$ cat config.mk
export PLATFORM = sky130hd
export DESIGN_NAME = instr_encoder
export DESIGN_NICKNAME = d
export VERILOG_FILES = /design/src/rtl/rv_enc_pkg.sv /design/src/rtl/rv_field_pack.sv /design/src/rtl/instr_encoder.sv
export SDC_FILE = /design/constraint.sdc
export NUM_CORES = 1
export LEC_CHECK = 0
export CORE_ASPECT_RATIO = 0.6
export CORE_MARGIN = 8
export CORE_UTILIZATION = 48
export CTS_CLUSTER_SIZE = 12
export DETAILED_ROUTE_END_ITERATION = 12
export GPL_ROUTABILITY_DRIVEN = 0
export PLACE_DENSITY = 0.81
export REMOVE_ABC_BUFFERS = 1
export SLEW_MARGIN = 30
export SYNTH_ARGS = -nofsm -noshare
export SYNTH_HDL_FRONTEND = slang
export SYNTH_HIERARCHICAL = 1
export SYNTH_SLANG_ARGS = --single-unit
$ cat constraint.sdc
create_clock -name clk -period 4 [get_ports clk]
set_input_delay 0.8 -clock clk [delete_from_list [all_inputs] [get_ports clk]]
set_output_delay 0.8 -clock clk [all_outputs]
set_load 0.01 [all_outputs]
$ cat src/rtl/rv_enc_pkg.sv
// rv_enc_pkg: shared RV32I class/ALU codes, opcodes and encoder FSM state
package rv_enc_pkg;
  localparam logic [3:0] CLS_R      = 4'd0;
  localparam logic [3:0] CLS_I      = 4'd1;
  localparam logic [3:0] CLS_LOAD   = 4'd2;
  localparam logic [3:0] CLS_STORE  = 4'd3;
  localparam logic [3:0] CLS_BRANCH = 4'd4;
  localparam logic [3:0] CLS_JAL    = 4'd5;
  localparam logic [3:0] CLS_JALR   = 4'd6;
  localparam logic [3:0] CLS_LUI    = 4'd7;
  localparam logic [3:0] CLS_AUIPC  = 4'd8;

  localparam logic [3:0] ALU_ADD  = 4'd0;
  localparam logic [3:0] ALU_SUB  = 4'd1;
  localparam logic [3:0] ALU_AND  = 4'd2;
  localparam logic [3:0] ALU_OR   = 4'd3;
  localparam logic [3:0] ALU_XOR  = 4'd4;
  localparam logic [3:0] ALU_SLT  = 4'd5;
  localparam logic [3:0] ALU_SLTU = 4'd6;
  localparam logic [3:0] ALU_SLL  = 4'd7;
  localparam logic [3:0] ALU_SRL  = 4'd8;
  localparam logic [3:0] ALU_SRA  = 4'd9;

  localparam logic [6:0] OPC_OP     = 7'b0110011;
  localparam logic [6:0] OPC_OP_IMM = 7'b0010011;
  localparam logic [6:0] OPC_LOAD   = 7'b0000011;
  localparam logic [6:0] OPC_STORE  = 7'b0100011;
  localparam logic [6:0] OPC_BRANCH = 7'b1100011;
  localparam logic [6:0] OPC_JAL    = 7'b1101111;
  localparam logic [6:0] OPC_JALR   = 7'b1100111;
  localparam logic [6:0] OPC_LUI    = 7'b0110111;
  localparam logic [6:0] OPC_AUIPC  = 7'b0010111;

  localparam logic [31:0] NOP_WORD = 32'h0000_0013;

  typedef enum logic [1:0] {ST_STREAM, ST_PAD, ST_DONE} state_t;

  function automatic logic [2:0] alu_f3(input logic [3:0] op);
    case (op)
      ALU_SLL:           return 3'b001;
      ALU_SLT:           return 3'b010;
      ALU_SLTU:          return 3'b011;
      ALU_XOR:           return 3'b100;
      ALU_SRL, ALU_SRA:  return 3'b101;
      ALU_OR:            return 3'b110;
      ALU_AND:           return 3'b111;
      default:           return 3'b000;
    endcase
  endfunction
endpackage

$ cat src/rtl/rv_field_pack.sv
// rv_field_pack: combinational request fields -> RV32I machine word plus legality
module rv_field_pack
  import rv_enc_pkg::*;
(
  input  logic [3:0]  cls,
  input  logic [3:0]  alu_op,
  input  logic [2:0]  funct3,
  input  logic [4:0]  rd,
  input  logic [4:0]  rs1,
  input  logic [4:0]  rs2,
  input  logic [31:0] imm,
  output logic [31:0] word,
  output logic        legal
);
  logic       op_ok, is_shift, i12_ok, b13_ok, j21_ok, sh_ok;
  logic [2:0] f3;
  logic [6:0] f7;
  assign op_ok    = alu_op <= ALU_SRA;
  assign is_shift = alu_op == ALU_SLL || alu_op == ALU_SRL || alu_op == ALU_SRA;
  assign i12_ok   = &imm[31:11] || ~|imm[31:11];
  assign b13_ok   = (&imm[31:12] || ~|imm[31:12]) && !imm[0];
  assign j21_ok   = (&imm[31:20] || ~|imm[31:20]) && !imm[0];
  assign sh_ok    = ~|imm[31:5];
  assign f3       = alu_f3(alu_op);
  assign f7       = (alu_op == ALU_SUB || alu_op == ALU_SRA) ? 7'b0100000 : 7'b0000000;
  always_comb begin
    word  = '0;
    legal = 1'b0;
    case (cls)
      CLS_R: begin
        word  = {f7, rs2, rs1, f3, rd, OPC_OP};
        legal = op_ok;
      end
      CLS_I: begin
        word  = is_shift ? {f7, imm[4:0], rs1, f3, rd, OPC_OP_IMM} : {imm[11:0], rs1, f3, rd, OPC_OP_IMM};
        legal = op_ok && alu_op != ALU_SUB && (is_shift ? sh_ok : i12_ok);
      end
      CLS_LOAD: begin
        word  = {imm[11:0], rs1, funct3, rd, OPC_LOAD};
        legal = i12_ok && funct3 != 3'b011 && funct3 != 3'b110 && funct3 != 3'b111;
      end
      CLS_STORE: begin
        word  = {imm[11:5], rs2, rs1, funct3, imm[4:0], OPC_STORE};
        legal = i12_ok && funct3 <= 3'b010;
      end
      CLS_BRANCH: begin
        word  = {imm[12], imm[10:5], rs2, rs1, funct3, imm[4:1], imm[11], OPC_BRANCH};
        legal = b13_ok && funct3 != 3'b010 && funct3 != 3'b011;
      end
      CLS_JAL: begin
        word  = {imm[20], imm[10:1], imm[11], imm[19:12], rd, OPC_JAL};
        legal = j21_ok;
      end
      CLS_JALR: begin
        word  = {imm[11:0], rs1, 3'b000, rd, OPC_JALR};
        legal = i12_ok;
      end
      CLS_LUI, CLS_AUIPC: begin
        word  = {imm[31:12], rd, cls == CLS_LUI ? OPC_LUI : OPC_AUIPC};
        legal = ~|imm[11:0];
      end
      default: begin
        word  = '0;
        legal = 1'b0;
      end
    endcase
  end
endmodule

$ cat src/rtl/instr_encoder.sv
// instr_encoder: streaming RV32I encoder with word addressing, error counting and NOP flush padding
module instr_encoder
  import rv_enc_pkg::*;
#(
  parameter int ADDR_W    = 10,
  parameter int PAD_WORDS = 4
) (
  input  logic              clk,
  input  logic              rst,
  input  logic              in_valid,
  output logic              in_ready,
  input  logic [3:0]        in_class,
  input  logic [3:0]        in_alu_op,
  input  logic [2:0]        in_funct3,
  input  logic [4:0]        in_rd,
  input  logic [4:0]        in_rs1,
  input  logic [4:0]        in_rs2,
  input  logic [31:0]       in_imm,
  input  logic              flush,
  output logic              out_valid,
  input  logic              out_ready,
  output logic [31:0]       out_instr,
  output logic [ADDR_W-1:0] out_addr,
  output logic              err,
  output logic [7:0]        err_cnt,
  output logic              flush_done
);
  localparam logic [ADDR_W-1:0] PAD_MASK = ADDR_W'(PAD_WORDS - 1);
  state_t            state, state_nx;
  logic [ADDR_W-1:0] cnt;
  logic [31:0]       pk_word;
  logic              pk_legal, room, acc, aligned, st_load, pad_load;
  rv_field_pack u_pack (
    .cls    (in_class),
    .alu_op (in_alu_op),
    .funct3 (in_funct3),
    .rd     (in_rd),
    .rs1    (in_rs1),
    .rs2    (in_rs2),
    .imm    (in_imm),
    .word   (pk_word),
    .legal  (pk_legal)
  );
  // cnt is the address the next loaded word will carry
  assign room       = !out_valid || out_ready;
  assign in_ready   = state == ST_STREAM && room;
  assign acc        = in_valid && in_ready;
  assign aligned    = (cnt & PAD_MASK) == '0;
  assign st_load    = acc && pk_legal;
  assign pad_load   = state == ST_PAD && room && !aligned;
  assign flush_done = state == ST_DONE;
  always_comb begin
    state_nx = state == ST_STREAM ? (flush ? ST_PAD : ST_STREAM) :
               state == ST_PAD    ? (aligned && !out_valid ? ST_DONE : ST_PAD) :
                                    ST_STREAM;
  end
  always_ff @(posedge clk) begin
    if (rst) begin
      state     <= ST_STREAM;
      cnt       <= '0;
      out_valid <= 1'b0;
      out_instr <= '0;
      out_addr  <= '0;
      err       <= 1'b0;
      err_cnt   <= '0;
    end else begin
      state <= state_nx;
      err   <= acc && !pk_legal;
      if (acc && !pk_legal && err_cnt != 8'hFF)
        err_cnt <= err_cnt + 8'd1;
      if (st_load || pad_load) begin
        out_valid <= 1'b1;
        out_instr <= pad_load ? NOP_WORD : pk_word;
        out_addr  <= cnt;
        cnt       <= cnt + ADDR_W'(1);
      end else if (out_ready) begin
        out_valid <= 1'b0;
      end
    end
  end
endmodule

==> flow_summary.toml, run 1 <==
[run_status]
status = "finished, final reports clean"

[global_routing]
grt_pass1_wl_mm = 20.86
antenna_found_initial = 0
grt_usage_pct = 22.54
grt-ovfl-total = 0
grt_max_degree = 46
grt_pass1_vias = 4162

[setup_path]
crit_required_ns = 4.22
start_kind = "primary input"
crit_fanout = 9
worstSetupEndpointType = "flip-flop"
crit_type = "primary input to flip-flop"
cp.arrival_ns = 3.77

[drt]
wire_per_inst_um = 18.00
via_count = 4450
via_per_inst = 6.063
drt_iter0_drc = 422
finalWirelength_mm = 13.21
post-route-drc-count = 0
dr.pass1.iters = 10
final_antenna_net_count = 0

[hold_path]
worstHoldPathType = "flip-flop to flip-flop"

[sta]
slew_headroom_pct = 51.04
rsz0062_at_grt = "false"
hold_viol = 0
whs_ns = 0.4555
drv_slew = 0
fin_crit_sh_pct = 88.71
setup_violations = 0
fmax_mhz = 281.8
skew_ns = 0.006812
fin_crit_ns = 3.548
fin_tns_setup_ns = 0
worst_pin_slew_ns = 0.7277

[layout]
antenna_cells = 0
fin_nets = 692
final_util_pct = 69.80
stdcell_area_um2 = 5480
drive_gt1_share_pct = 8.786
layout-area-overhead-vs-synth_pct = 41.43

[clock_tree]
cts_buffers = 9
htreeDepth = 3
clockBufferDepth = 2
cts_hold_buf = 0
cts_resized = 0
root_buffer = "clkbuf_16"
path_clk_slew_ns = 0.05
clock-sinks = 64
postCtsSetupBuffers = 0
cts_tree = "built"
worstSkewPairLatency_ns = 0.34

[synthesis]
synth_area_um2 = 3875
synth_ff_type = "dfxtp_1"
synth.distinct_cells = 61
synth_commonest_cells = "nand2_1 (85), a21oi_1 (75), dfxtp_1 (64), nor2_1 (29), o21ai_0 (22)"
avgSynthCellArea_um2 = 7.568
synth_most_common_cell = "nand2_1"
synth_edf_count = 0
ys_seq_elements = 64
postSynthCellCount = 512
synthArstFlopShare_pct = 0
yosysSeqAreaShare_pct = 33.06
synth_area_leader_cell = "dfxtp_1"
yosysTopAreaCellShare_pct = 33.06
yosys_warnings = 6
synthTopCellsByArea = "dfxtp_1 (33%), a21oi_1 (9.7%), nand2_1 (8.2%)"

[run]
cap_violations = 0

[place]
portBuffers = 116
placed_cell_area_um2 = 5147
hpwl_mm = 9.816

[pwr]
peakVddDrop_uv = 199.1
p_total_w = 0.001794
leakagePower_nw = 1.916
power_density_nw_per_um2 = 327.4

[die]
fp.dieH_um = 85.60
start_util_pct = 49.35
core_um2 = 7851
dieWidth_um = 132.0
num_rows = 25
io_pins = 117
fp.dieArea_um2 = 11300
layer usage:
metal,up-vias,routed length [um],global-route usage [%]
met1,2077,5634,27.18
met5,-,0,0
met3,30,1492,9.277
met2,253,5772,34.81
li1,2090,-,-
met4,0,312,9.741
final timing paths:
kind                               from                         end  slack, ns  depth (start not counted)
min reg2reg  out_instr[30]$_SDFFE_PP0P_  out_instr[30]$_SDFFE_PP0P_       0.46                          2
min          out_instr[30]$_SDFFE_PP0P_  out_instr[30]$_SDFFE_PP0P_       0.46                          2
max                        in_alu_op[1]     err_cnt[7]$_SDFFE_PP0P_       0.45                         12
max reg2reg         cnt[0]$_SDFFE_PP0P_         cnt[9]$_SDFFE_PP0P_       2.06                          7
layout by cell type, fill, tap and decap left out, types with 2 or more instances in the layout:
master	synthesis	layout
a2111oi_0	2	2
a211oi_1	5	5
a21oi_1	75	75
a221o_1	5	5
a222oi_1	4	4
a22o_1	9	9
a22oi_1	10	10
a31oi_1	4	4
and2_1	3	3
and3_1	2	2
and4_1	2	2
buf_4	6	19
bufinv_16	0	2
clkbuf_16	0	9
clkbuf_8	0	2
clkdlybuf4s50_1	0	116
dfxtp_1	64	64
ha_1	8	8
inv_1	16	16
mux2_2	9	9
mux2i_1	4	4
nand2_1	85	85
nand2b_1	4	4
nand3_1	15	15
nand4_1	12	12
nor2_1	29	29
nor2b_1	18	18
nor3_1	7	7
nor4_1	9	9
o21ai_0	22	22
o22a_1	2	2
o22ai_1	10	10
o311ai_0	2	2
o31ai_1	3	3
o32ai_1	2	2
o41ai_1	2	2
or3_1	5	5
through the flow:
step,cells,worst slack [ns]
floorplan,474,0.01179
detailed placement,718,0.2084
global placement,718,0.3143
global route,734,0.2736
finish,734,0.4518
CTS,734,0.5187
sequential cells by signal, summed over array words and instances (netlist names):
signal / count
err: 1
out_instr: 32
state: 2
err_cnt: 8
out_valid: 1
out_addr: 10
cnt: 10
where the power goes:
group	switching [W]	leakage, nW	internal [W]
sequential	0.00000809	0.516	0.000645
clock	0.000292	0.159	0.000580
combinational	0.000137	1.24	0.000132
total	0.000437	1.92	0.00136
logic make-up after synthesis:
family | after synthesis | synth area share, %
AND/OR/NAND/NOR | 202 | 25.77
multiplexers | 14 | 3.939
flip-flops | 64 | 33.06
buffers and inverters | 54 | 6.361
XOR/XNOR | 1 | 0.2261
AO/OA/AOI/OAI | 169 | 28.06
adder cells (fa/ha/maj) | 8 | 2.583
final cells by class:
class | count | area (um^2)
clock buffers | 12 | 256.5
flip-flops and latches | 64 | 1281
clock inverters | 4 | 76.32
well taps | 108 | 135.1
inverters | 16 | 60.06
repair buffers | 136 | 1324
fillers | 637 | 2371
multi-input cells | 394 | 2347
critical path, cell delays in order:
cell and delay [ns]:
clkdlybuf4s50_1 0.43, inv_1 0.11, ha_1 0.20, inv_1 0.06, o311ai_0 0.46, nor4_1 0.11
a211oi_1 0.25, o21ai_1 0.16, and2b_2 0.29, nand4_4 0.17, nor4_1 0.37, mux2_2 0.37
(Power assumes the default switching activity.)
==> run 2: changes to the inputs <==
--- a/config.mk
+++ b/config.mk
@@ -5,9 +5,10 @@
 export SDC_FILE = /design/constraint.sdc
 export NUM_CORES = 1
 export LEC_CHECK = 0
-export CORE_ASPECT_RATIO = 0.6
+export ABC_CLOCK_PERIOD_IN_PS = 4000
 export CORE_MARGIN = 8
 export CORE_UTILIZATION = 48
+export CTS_CLUSTER_DIAMETER = 50
 export CTS_CLUSTER_SIZE = 12
 export DETAILED_ROUTE_END_ITERATION = 12
 export GPL_ROUTABILITY_DRIVEN = 0
==> run 2 against run 1 <==
Against the previous run:
- global-route usage is 0.22 points lower
- final area decreased by 3.1%
- fmax rose by 2.7%
- non-clock buffer count is 2 lower
- flip-flop and latch count did not move
- clock power down 35%
- cell count decreased by 1.1%
- clock skew up 0.0027 ns
- utilization is 1.4 points lower
- setup slack better by 0.092 ns
- combinational power decreased by 1%
- largest power group is now registers
- hold slack worse by 0.0014 ns
==> flow_summary.toml, run 2 (same netlist as run 1, synthesis figures left out) <==
[run_status]
status = "finished, final reports clean"

[setup_path]
r2r-start = "cnt[0]$_SDFFE_PP0P_"
crit_type = "primary input to flip-flop"
crit_fanout = 7
cp_slowest_cell = "clkdlybuf4s50_1"
slowest_delay_ns = 0.54
crit_top_cell = "nand4_1"
start_kind = "primary input"
crit_required_ns = 4.24
rr_worst_depth = 6
cp.arrival_ns = 3.69
worstSetupEndpointType = "flip-flop"
r2r_slack_ns = 2.10
timing.rr.end = "cnt[9]$_SDFFE_PP0P_"
path_cells = "clkdlybuf4s50_1 -> nand4_1 -> or3_4 -> or3_1 -> o22a_1 -> o21ai_1 -> nand4_1 -> a211oi_1 -> mux2_2"
crit_family = "simple AND/OR/NAND/NOR gates"
crit_buf_inv = 1

[layout]
final_common_cell = "clkdlybuf4s50_1"
final_util_pct = 68.36
fin_nets = 690
largest_reg_flops = 32
largest_register = "out_instr"
top_regs = "out_instr x32, cnt x10, out_addr x10"
layout-area-overhead-vs-synth_pct = 37.04
antenna_cells = 0
drive_gt1_share_pct = 8.333
final_cell_mix = "clkdlybuf4s50_1 (116), nand2_1 (85), a21oi_1 (75), dfxtp_1 (64), nor2_1 (29)"

[sta]
worst_pin_slew_ns = 0.6075
fin_crit_sh_pct = 86.41
drv_slew = 0
hold_viol = 0
skew_ns = 0.009506
slew_headroom_pct = 58.45
setup_violations = 0
whs_ns = 0.4541
fmax_mhz = 289.3
fin_tns_setup_ns = 0
rsz0062_at_grt = "false"
fin_crit_ns = 3.457

[global_routing]
grt_usage_pct = 22.31
grt_pass1_wl_mm = 20.65
grt_pass1_vias = 4157
grt-ovfl-total = 0
grt_max_degree = 38
antenna_found_initial = 0

[run]
cap_violations = 0

[hold_path]
worstHoldPathType = "flip-flop to flip-flop"
holdPathStages = 2
hold_end = "out_instr[13]$_SDFFE_PP0P_"
min-delay-start = "out_instr[13]$_SDFFE_PP0P_"

[drt]
final_antenna_net_count = 0
via_count = 4332
via_per_inst = 5.967
wire_per_inst_um = 17.35
post-route-drc-count = 0
finalWirelength_mm = 12.60
drt_iter0_drc = 284
dr.pass1.iters = 6

[place]
hpwl_mm = 9.409
portBuffers = 116

[die]
fp.dieH_um = 105.9
dieWidth_um = 105.9
io_pins = 117
num_rows = 32
core_um2 = 7767
fp.dieArea_um2 = 11200
start_util_pct = 49.89

[clock_tree]
worstSkewPairLatency_ns = 0.35
cts_resized = 0
htreeDepth = 3
cts_buffers = 9
cts_hold_buf = 0
postCtsSetupBuffers = 0
cts_tree = "built"
clock-sinks = 64
root_buffer = "clkbuf_8"
clockBufferDepth = 2
path_clk_slew_ns = 0.08

[pwr]
peakVddDrop_uv = 182.2
p_total_w = 0.001482
power_density_nw_per_um2 = 279.1
leakagePower_nw = 1.844
==> run 2: cell types whose count changed in the layout (fill, tap and decap cells not counted), sizes merged <==
cell      before  now
bufinv         2    1
clkinv         1    2
buf           20   18
inv           16   17
clkinvlp       1    0
==> run 2: metal layers <==
layer / vias up / track usage, % / share of wire (%)
met5: - / 0 / 0
met3: 37 / 5.420 / 6.5
met4: 0 / 11.36 / 3.0
met2: 190 / 35.43 / 47
li1: 2077 / - / -
met1: 2028 / 27.48 / 43
==> run 2: worst max path at each step <==
stage | startpoint | endpoint | slack [ns] | cells past startpoint
2_1_floorplan | in_imm[27] | cnt[8]$_SDFFE_PP0P_ | 0.01 | 8
3_3_place_gp | in_alu_op[1] | err_cnt[7]$_SDFFE_PP0P_ | 0.30 | 12
3_5_place_dp | in_imm[29] | cnt[9]$_SDFFE_PP0P_ | 0.22 | 9
4_1_cts | in_alu_op[1] | err_cnt[7]$_SDFFE_PP0P_ | 0.58 | 12
5_1_grt | in_alu_op[1] | err_cnt[7]$_SDFFE_PP0P_ | 0.30 | 12
6_report | in_imm[27] | cnt[9]$_SDFFE_PP0P_ | 0.54 | 9
==> run 2: metrics by stage <==
step	setup slack [ns]	instances	instance area, um^2
after CTS	0.5780	726	5310
final	0.5435	726	5310
after global placement	0.3010	710	5112
after floorplan	0.01179	474	3689
after global routing	0.3046	726	5310
after detailed placement	0.2225	710	5112
==> run 2: area by class of cell <==
cell class	count	area (um^2)
multi-input cells	394	2347
fillers	649	2457
clock buffers	12	145.1
repair buffers	134	1296
well taps	102	127.6
inverters	16	60.06
clock inverters	4	52.55
flip-flops and latches	64	1281
==> run 2: worst reg2reg max path: cells and delay by family (launching register included) <==
family | cells | cell delay [ns]
adder cells (fa/ha/maj) | 1 | 0.22
multiplexers | 1 | 0.36
flip-flops | 1 | 0.39
buffers and inverters | 1 | 0.06
AO/OA/AOI/OAI | 1 | 0.35
AND/OR/NAND/NOR | 2 | 0.42
==> run 2: power breakdown <==
part / internal, W / switching [W] / total, W / leakage, nW
sequential: 0.000644 / 0.00000775 / 0.000651 / 0.516
clock: 0.000308 / 0.000258 / 0.000565 / 0.101
combinational: 0.000130 / 0.000135 / 0.000265 / 1.23
==> run 3: changes to the inputs <==
--- a/config.mk
+++ b/config.mk
@@ -6,13 +6,13 @@
 export NUM_CORES = 1
 export LEC_CHECK = 0
 export ABC_CLOCK_PERIOD_IN_PS = 4000
-export CORE_MARGIN = 8
-export CORE_UTILIZATION = 48
+export CORE_UTILIZATION = 56
 export CTS_CLUSTER_DIAMETER = 50
 export CTS_CLUSTER_SIZE = 12
 export DETAILED_ROUTE_END_ITERATION = 12
+export DONT_BUFFER_PORTS = 1
 export GPL_ROUTABILITY_DRIVEN = 0
-export PLACE_DENSITY = 0.81
+export PLACE_DENSITY = 0.71
 export REMOVE_ABC_BUFFERS = 1
 export SLEW_MARGIN = 30
 export SYNTH_ARGS = -nofsm -noshare
==> run 3 against run 2 <==
Against the previous run:
- largest power group unchanged
- setup slack gained 0.31 ns
- clock power is 10% higher
- wire length decreased by 16%
- combinational power fell by 50%
- largest cell class unchanged
- sequential power increased by 0.6%
- die area down 35%
- register-to-register slack lost 0.44 ns
==> flow_summary.toml, run 3 (same netlist as run 1, synthesis figures left out) <==
[run_status]
status = "finished, final reports clean"

[die]
dieWidth_um = 85.19
core_um2 = 6531
start_util_pct = 59.33
fp.dieArea_um2 = 7256
fp.dieH_um = 85.19
io_pins = 117
num_rows = 29

[global_routing]
grt-ovfl-total = 0
grt_pass1_wl_mm = 16.68
grt_usage_pct = 29.10
grt_max_degree = 46
grt_pass1_vias = 3386
antenna_found_initial = 0

[drt]
final_antenna_net_count = 0
finalWirelength_mm = 10.54
post-route-drc-count = 0
via_count = 3740
wire_per_inst_um = 18.42
via_per_inst = 6.538
drt_iter0_drc = 349
dr.pass1.iters = 5

[pwr]
p_clk_share_pct = 44.2
power_density_nw_per_um2 = 349.0
p_int_w = 0.001055
p_sw_w = 0.0003555
power_switching_share_pct = 25.21
peakVddDrop_uv = 193.5
seq_power_share_pct = 46.5
pwr-share-comb_pct = 9.3
leakagePower_nw = 1.359

[sta]
slew_headroom_pct = 30.45
worst_pin_slew_ns = 1.043
hold_viol = 0
skew_ns = 0.007714
fin_crit_sh_pct = 78.54
fin_tns_setup_ns = 0
setup_ws_ns = 0.8583
rsz0062_at_grt = "false"
fmax_mhz = 318.3
setup_violations = 0
drv_slew = 0
fin_crit_ns = 3.142

[setup_path]
crit_type = "primary input to flip-flop"
path_cells = "inv_1 -> ha_1 -> inv_1 -> o311ai_0 -> nor4_1 -> a211oi_1 -> o21ai_1 -> and2b_2 -> nand4_4 -> nor4_1 -> mux2_2"
path_depth = 11
crit_required_ns = 4.24
worstSetupEndpointType = "flip-flop"
crit_family = "compound AO/OA/AOI/OAI gates"
cp_slowest_cell = "o311ai_0"
crit_buf_inv = 2
cp.arrival_ns = 3.38
crit_fanout = 9
start_kind = "primary input"
slowest_delay_ns = 0.53
rr_worst_depth = 6

[clock_tree]
postCtsSetupBuffers = 0
cts_tree = "built"
cts_resized = 0
cts_hold_buf = 0
htreeDepth = 3
cts_buffers = 9
root_buffer = "clkbuf_8"
clock-sinks = 64
clockBufferDepth = 2
worstSkewPairLatency_ns = 0.34
path_clk_slew_ns = 0.08

[layout]
final_cell_mix = "nand2_1 (85), a21oi_1 (75), dfxtp_1 (64), nor2_1 (29), o21ai_0 (22)"
fin_nets = 561
final_common_cell = "nand2_1"
drive_gt1_share_pct = 8.283
top_regs = "out_instr x32, cnt x10, out_addr x10"
largest_register = "out_instr"
layout-area-overhead-vs-synth_pct = 4.262
largest_reg_flops = 32
antenna_cells = 0

[run]
cap_violations = 0

[place]
hpwl_mm = 7.391
place_ws_ns = 0.5911
portBuffers = 0

[hold_path]
holdPathStages = 2
worstHoldPathType = "flip-flop to flip-flop"
==> run 3: tightest hold or removal path, stage by stage, from the launching register on <==
cell and delay [ns]:
dfxtp_1 0.32, o21ai_0 0.07, a21oi_1 0.06
==> run 3: cell type report <==
cell class,instances,area (um^2)
sequential,64,1281
clock inverter,7,93.84
fill,612,2491
multi-input combinational,394,2347
inverter,16,60.06
timing repair buffer,5,37.54
tap,77,96.34
clock buffer,9,123.9
==> run 3: final timing paths <==
check / from / end / slack [ns]
max: in_alu_op[1] / err_cnt[7]$_SDFFE_PP0P_ / 0.86
min: cnt[9]$_SDFFE_PP0P_ / out_addr[9]$_SDFFE_PP0P_ / 0.50
max reg2reg: cnt[0]$_SDFFE_PP0P_ / cnt[9]$_SDFFE_PP0P_ / 1.66
min reg2reg: cnt[9]$_SDFFE_PP0P_ / out_addr[9]$_SDFFE_PP0P_ / 0.50
==> run 3: through the flow <==
| stage | power (W) | hold WS, ns | std cells | util [%] | area, um^2 |
|---|---|---|---|---|---|
| after floorplan | 0.0007729 | 0.4563 | 474 | - | 3689 |
| after global placement | 0.0007939 | 0.4745 | 556 | 58.52 | 3822 |
| after detailed placement | 0.0007977 | 0.4730 | 556 | 58.52 | 3822 |
| after CTS | 0.001416 | 0.4872 | 572 | 61.86 | 4040 |
| after global routing | 0.001469 | 0.5009 | 572 | 61.86 | 4040 |
| final | 0.001410 | 0.4991 | 572 | 61.86 | 4040 |
==> run 3: power by group through the flow <==
stage	Sequential [W]	Combinational, W	Clock, W
after floorplan	0.000667	0.000106	0
after global placement	0.000669	0.000125	0
after detailed placement	0.000670	0.000128	0
after CTS	0.000655	0.000129	0.000632
after global routing	0.000656	0.000145	0.000668
final	0.000655	0.000132	0.000623
==> run 3: per-layer routing <==
layer | track usage [%] | up-vias | share of wire (%)
met2 | 44.50 | 177 | 44
met4 | 8.012 | 0 | 0.76
li1 | - | 1820 | -
met1 | 37.43 | 1731 | 44
met3 | 12.65 | 12 | 12
met5 | 0 | - | 0
